`src/rtl/mux_pipe_param.sv`:
```
// mux_pipe_param: two-stage pipelined 2^SEL_W:1 mux with direct/scan selection and valid/ready flow control
//   clk, rst_n        : clock, asynchronous active-low reset
//   in_bus            : NUM_IN channels of WIDTH bits, channel k at [k*WIDTH +: WIDTH]
//   sel, mode         : direct channel index / 0 = direct, 1 = scan counter
//   scan_clr          : synchronous clear of the scan counter
//   in_valid/in_ready : request handshake
//   out_data/out_sel  : selected value and the index that produced it
//   out_last          : scan-mode output from the last channel
//   out_valid/out_ready : output handshake
module mux_pipe_param #(
   parameter int WIDTH = 4,
   parameter int SEL_W = 6
) (
   input  logic                        clk,
   input  logic                        rst_n,
   input  logic [(1<<SEL_W)*WIDTH-1:0] in_bus,
   input  logic [SEL_W-1:0]            sel,
   input  logic                        mode,
   input  logic                        scan_clr,
   input  logic                        in_valid,
   output logic                        in_ready,
   output logic [WIDTH-1:0]            out_data,
   output logic [SEL_W-1:0]            out_sel,
   output logic                        out_last,
   output logic                        out_valid,
   input  logic                        out_ready
);
   localparam int NUM_IN = 1 << SEL_W;
   logic [WIDTH-1:0] ch [NUM_IN];
   logic s2_load, s1_en, accept;
   logic [SEL_W-1:0] idx;
   logic [SEL_W-2:0] off;
   logic s1_valid_q, s1_valid_d, s1_mode_q, s1_mode_d;
   logic [WIDTH-1:0] s1_lo_q, s1_lo_d, s1_hi_q, s1_hi_d;
   logic [SEL_W-1:0] s1_idx_q, s1_idx_d, cnt_q, cnt_d;
   logic out_valid_q, out_valid_d, out_last_q, out_last_d;
   logic [WIDTH-1:0] out_data_q, out_data_d;
   logic [SEL_W-1:0] out_sel_q, out_sel_d;
   genvar g;
   for (g = 0; g < NUM_IN; g++) begin : g_ch
      assign ch[g] = in_bus[g*WIDTH +: WIDTH];
   end
   always_comb begin
      s2_load     = s1_valid_q && (!out_valid_q || out_ready);
      s1_en       = !s1_valid_q || s2_load;
      accept      = in_valid && s1_en;
      idx         = mode ? (scan_clr ? '0 : cnt_q) : sel;
      off         = idx[SEL_W-2:0];
      // clear takes priority but a same-cycle scan accept consumes index 0, leaving 1
      cnt_d       = (scan_clr ? '0 : cnt_q) + SEL_W'(accept && mode);
      s1_valid_d  = s1_en ? accept : s1_valid_q;
      // first level of the mux: pick the same offset from both halves
      s1_lo_d     = accept ? ch[{1'b0, off}] : s1_lo_q;
      s1_hi_d     = accept ? ch[{1'b1, off}] : s1_hi_q;
      s1_idx_d    = accept ? idx : s1_idx_q;
      s1_mode_d   = accept ? mode : s1_mode_q;
      out_valid_d = s2_load || (out_valid_q && !out_ready);
      out_data_d  = s2_load ? (s1_idx_q[SEL_W-1] ? s1_hi_q : s1_lo_q) : out_data_q;
      out_sel_d   = s2_load ? s1_idx_q : out_sel_q;
      out_last_d  = s2_load ? (s1_mode_q && &s1_idx_q) : out_last_q;
   end
   always_ff @(posedge clk or negedge rst_n) begin
      if (!rst_n) begin
         s1_valid_q  <= 1'b0;
         s1_mode_q   <= 1'b0;
         s1_lo_q     <= '0;
         s1_hi_q     <= '0;
         s1_idx_q    <= '0;
         cnt_q       <= '0;
         out_valid_q <= 1'b0;
         out_last_q  <= 1'b0;
         out_data_q  <= '0;
         out_sel_q   <= '0;
      end else begin
         s1_valid_q  <= s1_valid_d;
         s1_mode_q   <= s1_mode_d;
         s1_lo_q     <= s1_lo_d;
         s1_hi_q     <= s1_hi_d;
         s1_idx_q    <= s1_idx_d;
         cnt_q       <= cnt_d;
         out_valid_q <= out_valid_d;
         out_last_q  <= out_last_d;
         out_data_q  <= out_data_d;
         out_sel_q   <= out_sel_d;
      end
   end
   assign in_ready  = s1_en;
   assign out_valid = out_valid_q;
   assign out_data  = out_data_q;
   assign out_sel   = out_sel_q;
   assign out_last  = out_last_q;
endmodule

```
`config.mk`:
```
export PLATFORM = sky130hd
export DESIGN_NAME = mux_pipe_param
export DESIGN_NICKNAME = d
export VERILOG_FILES = /design/src/rtl/mux_pipe_param.sv
export SDC_FILE = /design/constraint.sdc
export NUM_CORES = 1
export LEC_CHECK = 0
export CORE_MARGIN = 4
export CORE_UTILIZATION = 35
export DETAILED_ROUTE_END_ITERATION = 10
export GPL_ROUTABILITY_DRIVEN = 0
export PLACE_DENSITY = 0.83
export SYNTH_ARGS = -nofsm -noshare
export SYNTH_HDL_FRONTEND = slang
export SYNTH_SLANG_ARGS = --single-unit
export TNS_END_PERCENT = 100
```
`constraint.sdc`:
```
create_clock -name clk -period 2.55 [get_ports clk]
set_clock_uncertainty 0.2 [all_clocks]
set_input_delay 0.3825 -clock clk [delete_from_list [all_inputs] [get_ports clk]]
set_output_delay 0.3825 -clock clk [all_outputs]
set_load 0.05 [all_outputs]
```
==> summary.md <==
| Metric | Value |
|---|---|
| CP startpoint | sel[0] |
| Most common cell in the netlist | nand2_1 |
| Synthesis warning total | 0 |
| WS Path Type | in -> reg |
| Synth area leaders | mux2i_1, dfrtp_1, nand2_1, o22ai_1, nand3_1 |
| Port bufs | 280 |
| Power Density | 364 nW/um2 |
| Die height | 111 um |
| P_int | 1.79 mW |
| Comb pwr share | a little over half |
| Drt first pass iters | 6 |
| Sw Share | 33.4% |
| Final Hold Vio Count | 0 |
| Clock transition at path regs | 0.07 ns |
| Critical R2R Capture | s1_lo_q[0] |
| Vias | slightly above 5000 |
| Cell area after layout | roughly 7400 um2 |
| Initial antenna violation count | 0 |
| Clk network pwr share | 22.4% |
| Clk buf depth | 2 |
| Period minus WS final | 2.49 ns |
| P_sw | 899 uW |
| Worst R2R Start | cnt_q[0] |
| Max Slew Vio Count | 0 |
| Total wire length | around 19000 um |
| Clock tree root driver cell | clkbuf_8 |
| Tcrit/Tclk final | 97.6% |
| Die width | roughly 110 um |
| Largest net degree at the start of global routing | 35 |
| Placed insts | 903 |
| Ports | 281 |
| Worst hold path type | in -> reg |
| Fmax | between 400 and 500 MHz |
| Hpwl dp | 15800 um |
| Setup TNS | 0 ns |
| Final #Nets | about 1100 |
| Reg2Reg Setup Slack | approximately 0.27 ns |
| Initial DRC Count | roughly 420 |
| Most frequent cells after synthesis | nand2_1, mux2i_1, o22ai_1 |
| Layout area overhead | 100% |
| Leakage Power | 3.22 nW |
| Util after Layout | 71.6% |
| Slew margin rel. | 60.1% |
| Initial Util | between 30% and 40% |
| Max IR drop VDD | between 0.3 and 0.4 mV |
| Status | finished, final reports clean |
| Flops & latches, synth | 34 |
| Vias in the first global route | 5120 |
| Ant. Diodes | 0 |
| Syn Nets | 734 |
| WHS | 0.246 ns |
| CTS tree | yes |
| Sequential-to-total area share from yosys stat | 23.0% |
| First-pass GRT wire length | approximately 28000 um |
| Crit path capture | s1_hi_q[3] |
| # clock sinks | 34 |
| Worst skew pair latency | 0.29 ns |
| Layout cell share with drive strength beyond 1 | approximately 14% |
| Post-synth top area share | 24.4% |
| Row cnt | 37 |
| Slowest CP cell | clkdlybuf4s50_1 |
| Critical path's most frequent cell | buf_4 |
| Hold_buf cts | 0 |
| Worst-Margin Slew | between 0.5 and 0.6 ns |
| Gate Count Post-Synth | 464 |
| Fraction of registers with async set/reset | 100% |
| Total track usage | 28.2% |
| Crit path DAT | 2.43 ns |
| Area leader, netlist | mux2i_1 |
| Max-Cap Viols | 0 |
| Startpoint types | primary input |
| CP Cell Sequence | clkdlybuf4s50_1 -> nor2b_4 -> a21oi_4 -> buf_12 -> buf_16 -> buf_8 -> buf_4 -> buf_4 -> a221o_1 -> nand3_2 -> nand4_1 |
| Post-placement setup slack | -0.523 ns |
| Core Region | 10300 um2 |
| Mapped Area | 3700 um2 |
| Setup violations, final | 0 |
| CTS Buf Count | 5 |
| Drt wl/cell | 20.6 um |
| Routed Antenna Nets | 0 |
| Number of enable-type register cells in the synthesized netlist | 0 |
| PnR worst setup slack | 0.0624 ns |
| H-tree levels | 2 |
| Worst r2r path cells | 8 |
| Yosys cell types | between 40 and 50 |
| Placed cell area | 6990 um2 |
| Crit path required time | 2.49 ns |
| Prevailing post-synth register cell | dfrtp_1 |
| Grt ovf | 0 |
| Final Power | 2.69 mW |
| Syn avg cell area | 7.97 um2 |
| Residual DRC | 0 |
| Reg power frac | 25.5% |
| Critical path fanouts, max | 10 |
| CP max stage delay | 0.48 ns |
| CP endpoint kind | flip-flop |
| Non-filler cells, final | 924 |
| Die ar. | 12300 um2 |
| Vias per cell | 5.58 |
==> kinds of logic (layout without fill, tap and decap cells) <==
family | Yosys count | after routing | share of synthesized area [%]
XOR/XNOR | 4 | 4 | 0.948
AND/OR/NAND/NOR | 191 | 191 | 24.1
buffers and inverters | 34 | 358 | 5.15
multiplexers | 97 | 97 | 26.8
adder cells (fa/ha/maj) | 2 | 2 | 0.677
flip-flops | 34 | 34 | 23.0
AO/OA/AOI/OAI | 102 | 102 | 19.3
==> sequential cells by signal, summed over array words and instances (netlist names) <==
name	count
s1_hi_q	4
s1_valid_q	1
s1_idx_q	6
out_valid	1
s1_mode_q	1
out_last	1
out_sel	6
out_data	4
s1_lo_q	4
cnt_q	6
==> per-layer routing <==
layer / track usage, % / vias to the layer above / routed length [um]
li1: - / 2400 / -
met5: 0 / - / 0
met4: 6.49 / 0 / 550
met1: 34.3 / 2386 / 7490
met3: 7.21 / 52 / 1720
met2: 49.7 / 315 / 9250
==> area by class of cell <==
class | instances | area (um2)
Clock inverter | 3 | 68.8
Inverter | 4 | 15.0
Sequential cell | 34 | 852
Multi-Input combinational cell | 396 | 2770
Fill cell | 749 | 2930
Clock buffer | 5 | 68.8
Tap cell | 136 | 170
Timing Repair Buffer | 346 | 3440
==> critical path, delay by kind of cell <==
kind / cells / cell delay (ns)
AO/OA/AOI/OAI: 2 / 0.43
buffers and inverters: 6 / 1.20
AND/OR/NAND/NOR: 3 / 0.41
==> cell usage in the layout (no fill, tap or decap), types with 3 or more instances in the layout <==
master,instances
buf_12,7
nand2_2,8
a22oi_1,7
o41ai_1,3
a31oi_1,5
and3_1,6
o21ai_0,11
mux2i_2,3
nand4_1,17
buf_4,54
clkbuf_8,5
dfrtp_1,33
mux2i_1,87
inv_1,4
o22ai_1,33
mux2_2,6
nand2_1,85
a21oi_1,7
o41ai_2,5
clkdlybuf4s50_1,277
nand2b_1,8
nand3b_1,5
nand3_1,28
nor2_1,20
buf_6,3
a221o_1,6
a211oi_1,7
nor3_1,3
==> power groups by stage <==
| stage | combinational [mW] | sequential (mW) | clock [mW] |
|---|---|---|---|
| 5_1_grt | 1.48 | 0.696 | 0.636 |
| 4_1_cts | 1.34 | 0.685 | 0.611 |
| 3_5_place_dp | 1.32 | 0.696 | 0 |
| 2_1_floorplan | 0.473 | 0.814 | 0 |
| 6_report | 1.40 | 0.686 | 0.601 |
| 3_3_place_gp | 1.29 | 0.689 | 0 |
==> worst min-delay path by stage <==
stage,start,to,slack [ns],cells past startpoint
3_5_place_dp,out_data[2],out_data[2],0.27,2
4_1_cts,out_data[2],out_data[2],0.29,2
2_1_floorplan,rst_n,cnt_q[0],-0.11,0
6_report,scan_clr,cnt_q[3],0.25,3
5_1_grt,scan_clr,cnt_q[3],0.25,3
3_3_place_gp,s1_mode_q,s1_mode_q,0.26,1
==> timing repair <==
action	4_1_cts	5_1_grt
resized for setup	6	27
gates cloned	0	1
setup buffers	1	11
setup endpoints to repair	7	8
pin swaps	1	3
Note: power is estimated with default switching activity, not from simulation.
